[src/rtl/fir_filter_core.sv]
// fir_filter_core: fixed-coefficient direct-form FIR for signed Q1.(DW-1) samples.
// Three enabled stages: tap shift, saturated scaled products, saturated sum.
// Every register advances only on edges with i_en=1.
module fir_filter_core #(
    parameter int DATA_WIDTH = 24,
    parameter int FIR_DEPTH  = 8,
    parameter logic [FIR_DEPTH*DATA_WIDTH-1:0] COEFFS =
        {FIR_DEPTH{DATA_WIDTH'((1 << (DATA_WIDTH - 1)) / FIR_DEPTH)}}
) (
    input  logic                  i_clk,
    input  logic                  i_rst,
    input  logic                  i_en,
    input  logic [DATA_WIDTH-1:0] iv_din,
    output logic [DATA_WIDTH-1:0] ov_dout,
    output logic                  o_prod_overflow,
    output logic                  o_sum_overflow
);

    localparam int DW = DATA_WIDTH;
    localparam int SW = DATA_WIDTH + $clog2(FIR_DEPTH);

    localparam logic [DW-1:0] POS_MAX = {1'b0, {(DW-1){1'b1}}};
    localparam logic [DW-1:0] NEG_MIN = {1'b1, {(DW-1){1'b0}}};

    logic [DW-1:0]        tap      [FIR_DEPTH];
    logic [DW-1:0]        prod     [FIR_DEPTH];
    logic [DW-1:0]        prod_nxt [FIR_DEPTH];
    logic [FIR_DEPTH-1:0] pov;
    logic [FIR_DEPTH-1:0] pov_nxt;
    logic [2*DW-1:0]      full;
    logic [2*DW-1:0]      shr;
    logic [DW-1:0]        coef;
    logic [SW-1:0]        sum;
    logic [DW-1:0]        dout_nxt;
    logic                 sov_nxt;

    // Scaled products: full-width signed multiply, floor shift, clamp to DW range.
    always_comb begin
        full    = '0;
        shr     = '0;
        coef    = '0;
        pov_nxt = '0;
        for (int unsigned k = 0; k < FIR_DEPTH; k++) begin
            prod_nxt[k] = '0;
        end
        for (int unsigned k = 0; k < FIR_DEPTH; k++) begin
            coef = COEFFS[k*DW +: DW];
            full = $signed({{DW{tap[k][DW-1]}}, tap[k]}) * $signed({{DW{coef[DW-1]}}, coef});
            shr  = $signed(full) >>> (DW - 1);
            // The value fits in DW bits only when the top DW+1 bits are all equal.
            if ((&shr[2*DW-1:DW-1]) || !(|shr[2*DW-1:DW-1])) begin
                prod_nxt[k] = shr[DW-1:0];
            end else begin
                prod_nxt[k] = shr[2*DW-1] ? NEG_MIN : POS_MAX;
                pov_nxt[k]  = 1'b1;
            end
        end
    end

    // Adder tree in DW+clog2(DEPTH) bits, then clamp back to the sample range.
    always_comb begin
        sum = '0;
        for (int unsigned k = 0; k < FIR_DEPTH; k++) begin
            sum = sum + {{(SW-DW){prod[k][DW-1]}}, prod[k]};
        end
        if ((&sum[SW-1:DW-1]) || !(|sum[SW-1:DW-1])) begin
            dout_nxt = sum[DW-1:0];
            sov_nxt  = 1'b0;
        end else begin
            dout_nxt = sum[SW-1] ? NEG_MIN : POS_MAX;
            sov_nxt  = 1'b1;
        end
    end

    // Pipeline registers: tap line, product stage and output stage, all gated by i_en.
    always_ff @(posedge i_clk or negedge i_rst) begin
        if (!i_rst) begin
            for (int unsigned k = 0; k < FIR_DEPTH; k++) begin
                tap[k]  <= '0;
                prod[k] <= '0;
            end
            pov             <= '0;
            ov_dout         <= '0;
            o_prod_overflow <= 1'b0;
            o_sum_overflow  <= 1'b0;
        end else if (i_en) begin
            tap[0] <= iv_din;
            for (int unsigned k = 1; k < FIR_DEPTH; k++) begin
                tap[k] <= tap[k-1];
            end
            for (int unsigned k = 0; k < FIR_DEPTH; k++) begin
                prod[k] <= prod_nxt[k];
            end
            pov             <= pov_nxt;
            ov_dout         <= dout_nxt;
            o_prod_overflow <= |pov;
            o_sum_overflow  <= sov_nxt;
        end
    end

endmodule

[config.mk]
export PLATFORM = sky130hd
export DESIGN_NAME = fir_filter_core
export DESIGN_NICKNAME = d
export VERILOG_FILES = /design/src/rtl/fir_filter_core.sv
export SDC_FILE = /design/constraint.sdc
export NUM_CORES = 1
export LEC_CHECK = 0
export ABC_AREA = 1
export CAP_MARGIN = 25
export CORE_AREA = 2 2 166 200
export CTS_BUF_LIST = sky130_fd_sc_hd__clkbuf_8 sky130_fd_sc_hd__clkbuf_16
export DETAILED_ROUTE_END_ITERATION = 6
export DIE_AREA = 0 0 168 202
export SETUP_SLACK_MARGIN = 0.02
export SLEW_MARGIN = 20
export SYNTH_ARGS = -nofsm -noshare
export SYNTH_HDL_FRONTEND = slang
export SYNTH_SLANG_ARGS = --single-unit
[constraint.sdc]
create_clock -name i_clk -period 7.6 [get_ports i_clk]
set_input_delay 1.9 -clock i_clk [delete_from_list [all_inputs] [get_ports i_clk]]
set_output_delay 1.9 -clock i_clk [all_outputs]
set_load 0.03 [all_outputs]
# Yosys cells after proc, flatten, opt, wreduce, memory -nomap -nowiden
# Cells that the tools add are included.
[classes] addsub=7 reduce_logical=4 mux=3
[ops] operator="$mux W24" count=2
[ops] operator="$add A26 B21 Y27" count=1
[ops] operator="$add A27 B27 Y27" count=1
[ops] operator="$add A25 B21 Y26" count=1
[ops] operator="$add A24 B21 Y25" count=1
[ops] operator="$add A23 B21 Y24" count=1
[ops] operator="$add A22 B21 Y23" count=1
[ops] operator="$add A21 B21 Y22" count=1
[ops] operator="$reduce_and A4 Y1" count=1
[ops] operator="$reduce_or A4 Y1" count=1
[ops] operator="$logic_not A1 Y1" count=1
[ops] operator="$logic_or A1 B1 Y1" count=1
[ops] operator="$mux W1" count=1
[word_totals] output_inout_bits=26 in_bits=27 word_cells=32 regBits=385

# Depth between registers and ports, before layout
[depth] ltp_word=11 mapped_depth=28 depth_no_buf=27

# Worst setup path after synthesis
# Ideal clock, no wire load.
[synth_path] path_kind="flip-flop to flip-flop" from="register tap[53] (netlist name)" to="register ov_dout[3]" arrival_time_ns=4.249 path_buffers=1 slack_ns=3.234 synth_period_minus_slack_ns=4.366 setup_time_ns=0.117 stages_incl_launch_ff=25 required_ns=7.483 path_cell_list="dfrtp_1 -> inv_1 -> fa_1 -> inv_1 -> fa_1 -> fa_1 -> fa_1 -> ha_1 -> inv_1 -> fa_1 -> inv_1 -> nand2_1 -> nand2_1 -> nand3_1 -> nand2_1 -> nand2_1 -> nand4_1 -> nand2_2 -> nor2_2 -> nand2_2 -> nand3_2 -> buf_6 -> nand2_1 -> nand2_1 -> nand2_1"
[synth_lines] element="end signal, assigned" line_no="95" text="ov_dout <= dout_nxt;"
[synth_lines] element="end, declared" line_no="14" text="output logic [DATA_WIDTH-1:0] ov_dout,"

==> metrics.txt <==
outcome finished, final reports clean; CP Data Arrival Time 5.55 ns; post-layout min period 5.08 ns; Synth area leaders dfrtp_1 (41%), fa_1 (20%), nand2_1 (14%), inv_1 (9.4%), o21ai_0 (6.5%); kind of critical path reg2reg; register bit total from synthesis 214; Worst Skew 0.0249 ns; layout cells sized above 1 0.0346; Final #Nets 1699; post-cts resize count 0; crit-path most repeated cell nand2_1; synth unique cells 27; Die Span X 168 µm; Crit-path slowest cell fa_1; H-tree depth 1; sequential area share after synthesis 0.414; vias per cell 4.49; Synth area leader dfrtp_1; Rows 72; Setup crit start kind flop; area of the multi-input gates 0.00612 mm²; Skew-Pair Late Insertion Delay 0.53 ns; Hold Crit Class reg2reg; final setup vio count 0; Setup TNS 0 ns; Slew @ Worst Pin 0.824 ns; CTS Sinks 214; dpl hpwl approximately 17 mm; RSZ-0062 raised after global routing false; CP delay by family, top adder cells; Num CTS Buffers 23; hold slack 0.470 ns; Final Slew Violations 0; Worst setup EP type flop; Layout area overhead 12.1%; vias 8703; Ports 53; max incr delay on CP 0.59 ns; Total Routing Usage GR 0.149; core area 0.0320 mm²; Starting Density 0.405; pin count of the biggest net entering global routing 139; synthesized area per cell 8.68 µm²; GRT Residual Overflow 0; Fmax 0.197 GHz; vias in the first global route 9031; Hold Vio Cnt, Final 0; ANT cells 0; headroom to the max-slew limit 0.451; CTS tree built; crit path max fanout 23; fin crit share 0.669; Initial DRC Count 383; DRC viols 0; CTS clock-pin slew for the worst setup and hold paths 0.06 ns; synth warn 0; Clock Tree Root clkbuf_16; setup repair bufs after CTS 0; final WL about 23 mm; Post-CTS Hold Buffers 0; Post-Syn Instances 1491; first-pass GRT wire length 42.6 mm; first drt pass iteration count 4; routability cong. 0.863; MaxCap Viol Count 0; share of the synthesized area in the top cell type 0.414; CTS Buffer Depth 3; crit-path cells inv_1 -> fa_1 -> inv_1 -> fa_1 -> fa_1 -> fa_1 -> ha_1 -> inv_1 -> fa_1 -> inv_1 -> nand2_1 -> nand2_1 -> nand3_1 -> nand2_1 -> nand2_1 -> nand3_1 -> nand2_1 -> nand2_2 -> nor2_2 -> nand2_2 -> nand3_2 -> nand2_1 -> nand2_1 -> nand2_1; initial antenna violation count 0; Crit path buffers/inverters 4; Routed wire per std cell 12.0 µm; register area approximately 0.0054 mm²; Post-Syn Nets 1674; Die Area around 0.034 mm²; Post-Syn Area 0.0129 mm²; die height 202 µm; Fill cells 3079; number of port buffers 48; antenna viol nets, final 0; WP data required just over 8 ns; most frequent cells in the layout nand2_1 (474), inv_1 (327), dfrtp_1 (214); commonest non-fill, non-tap cell in the layout nand2_1
## routing by layer
metal  part of all wire  global-route usage  up-vias  routed length, µm
met5                  0                   0        -                  0
met4              0.023              0.0469        0                544
met1               0.47               0.210     4137              11100
li1                   -                   -     4444                  -
met2               0.47               0.243       95              10900
met3              0.033              0.0196       27                781
## cell usage after synthesis
| master | number |
|---|---|
| or2_1 | 2 |
| buf_2 | 3 |
| clkbuf_1 | 43 |
| nand2_1 | 474 |
| nand4_1 | 8 |
| nand3_2 | 1 |
| nor2_1 | 28 |
| ha_1 | 26 |
| nand2_2 | 3 |
| nand2_4 | 1 |
| xor2_1 | 10 |
| o21ai_0 | 168 |
| a21oi_1 | 20 |
| conb_1 | 1 |
| inv_1 | 323 |
| inv_2 | 1 |
| fa_1 | 130 |
| and2_1 | 1 |
| nor2_2 | 1 |
| o21bai_1 | 2 |
| buf_4 | 2 |
| dfrtp_1 | 214 |
| clkinv_1 | 1 |
| xnor2_1 | 9 |
| buf_6 | 4 |
| buf_1 | 1 |
| nand3_1 | 14 |
## stage by stage
| stage | cell area [µm²] | setup slack, ns | util | instances |
|---|---|---|---|---|
| 3_3_place_gp | 13700 | 2.52 | 0.429 | 1898 |
| 5_1_grt | 14500 | 2.15 | 0.454 | 1940 |
| 4_1_cts | 14500 | 2.49 | 0.454 | 1940 |
| 3_5_place_dp | 13700 | 2.53 | 0.429 | 1898 |
| 6_report | 14500 | 2.52 | 0.454 | 1940 |
| 2_1_floorplan | 12900 | 3.23 | - | 1491 |
## sequential cells by signal, summed over array words and instances (netlist names)
register / flops
tap: 147
prod: 42
ov_dout: 24
o_sum_overflow: 1
## cells by family after synthesis
group / synth area share
AND/OR/NAND/NOR: 0.160
buffers and inverters: 0.113
flip-flops: 0.414
AO/OA/AOI/OAI: 0.0739
adder cells (fa/ha/maj): 0.226
XOR/XNOR: 0.0129
other: 0.000290
## area by class of cell
class,instances,share of cell area
sequential,214,0.369
clock inverter,14,0.00862
timing repair buffer,53,0.0366
inverter,325,0.0841
clock buffer,28,0.0444
tap,407,0.0351
multi-input combinational,899,0.422
## worst paths after layout
path	from	to	slack (ns)	depth (start not counted)
min in group asynchronous	i_rst	tap[190]	1.36	1
max reg2reg	tap[53]	ov_dout[4]	2.52	24
max	tap[53]	ov_dout[4]	2.52	24
min reg2reg	tap[189]	tap[189]	0.47	2
min	tap[189]	tap[189]	0.47	2
max in group asynchronous	i_rst	prod[4]	4.91	2
## worst register-to-register path: cells and delay by family (launching register included)
family	cells	cell delay (ns)
fa+ha+maj	6	2.69
buf+inv	4	0.27
flops	1	0.35
simple gates	14	1.71
Power is left out: the tool's default activity adds up to more than one toggle a clock period on the data nets, which glitch-free logic cannot reach.
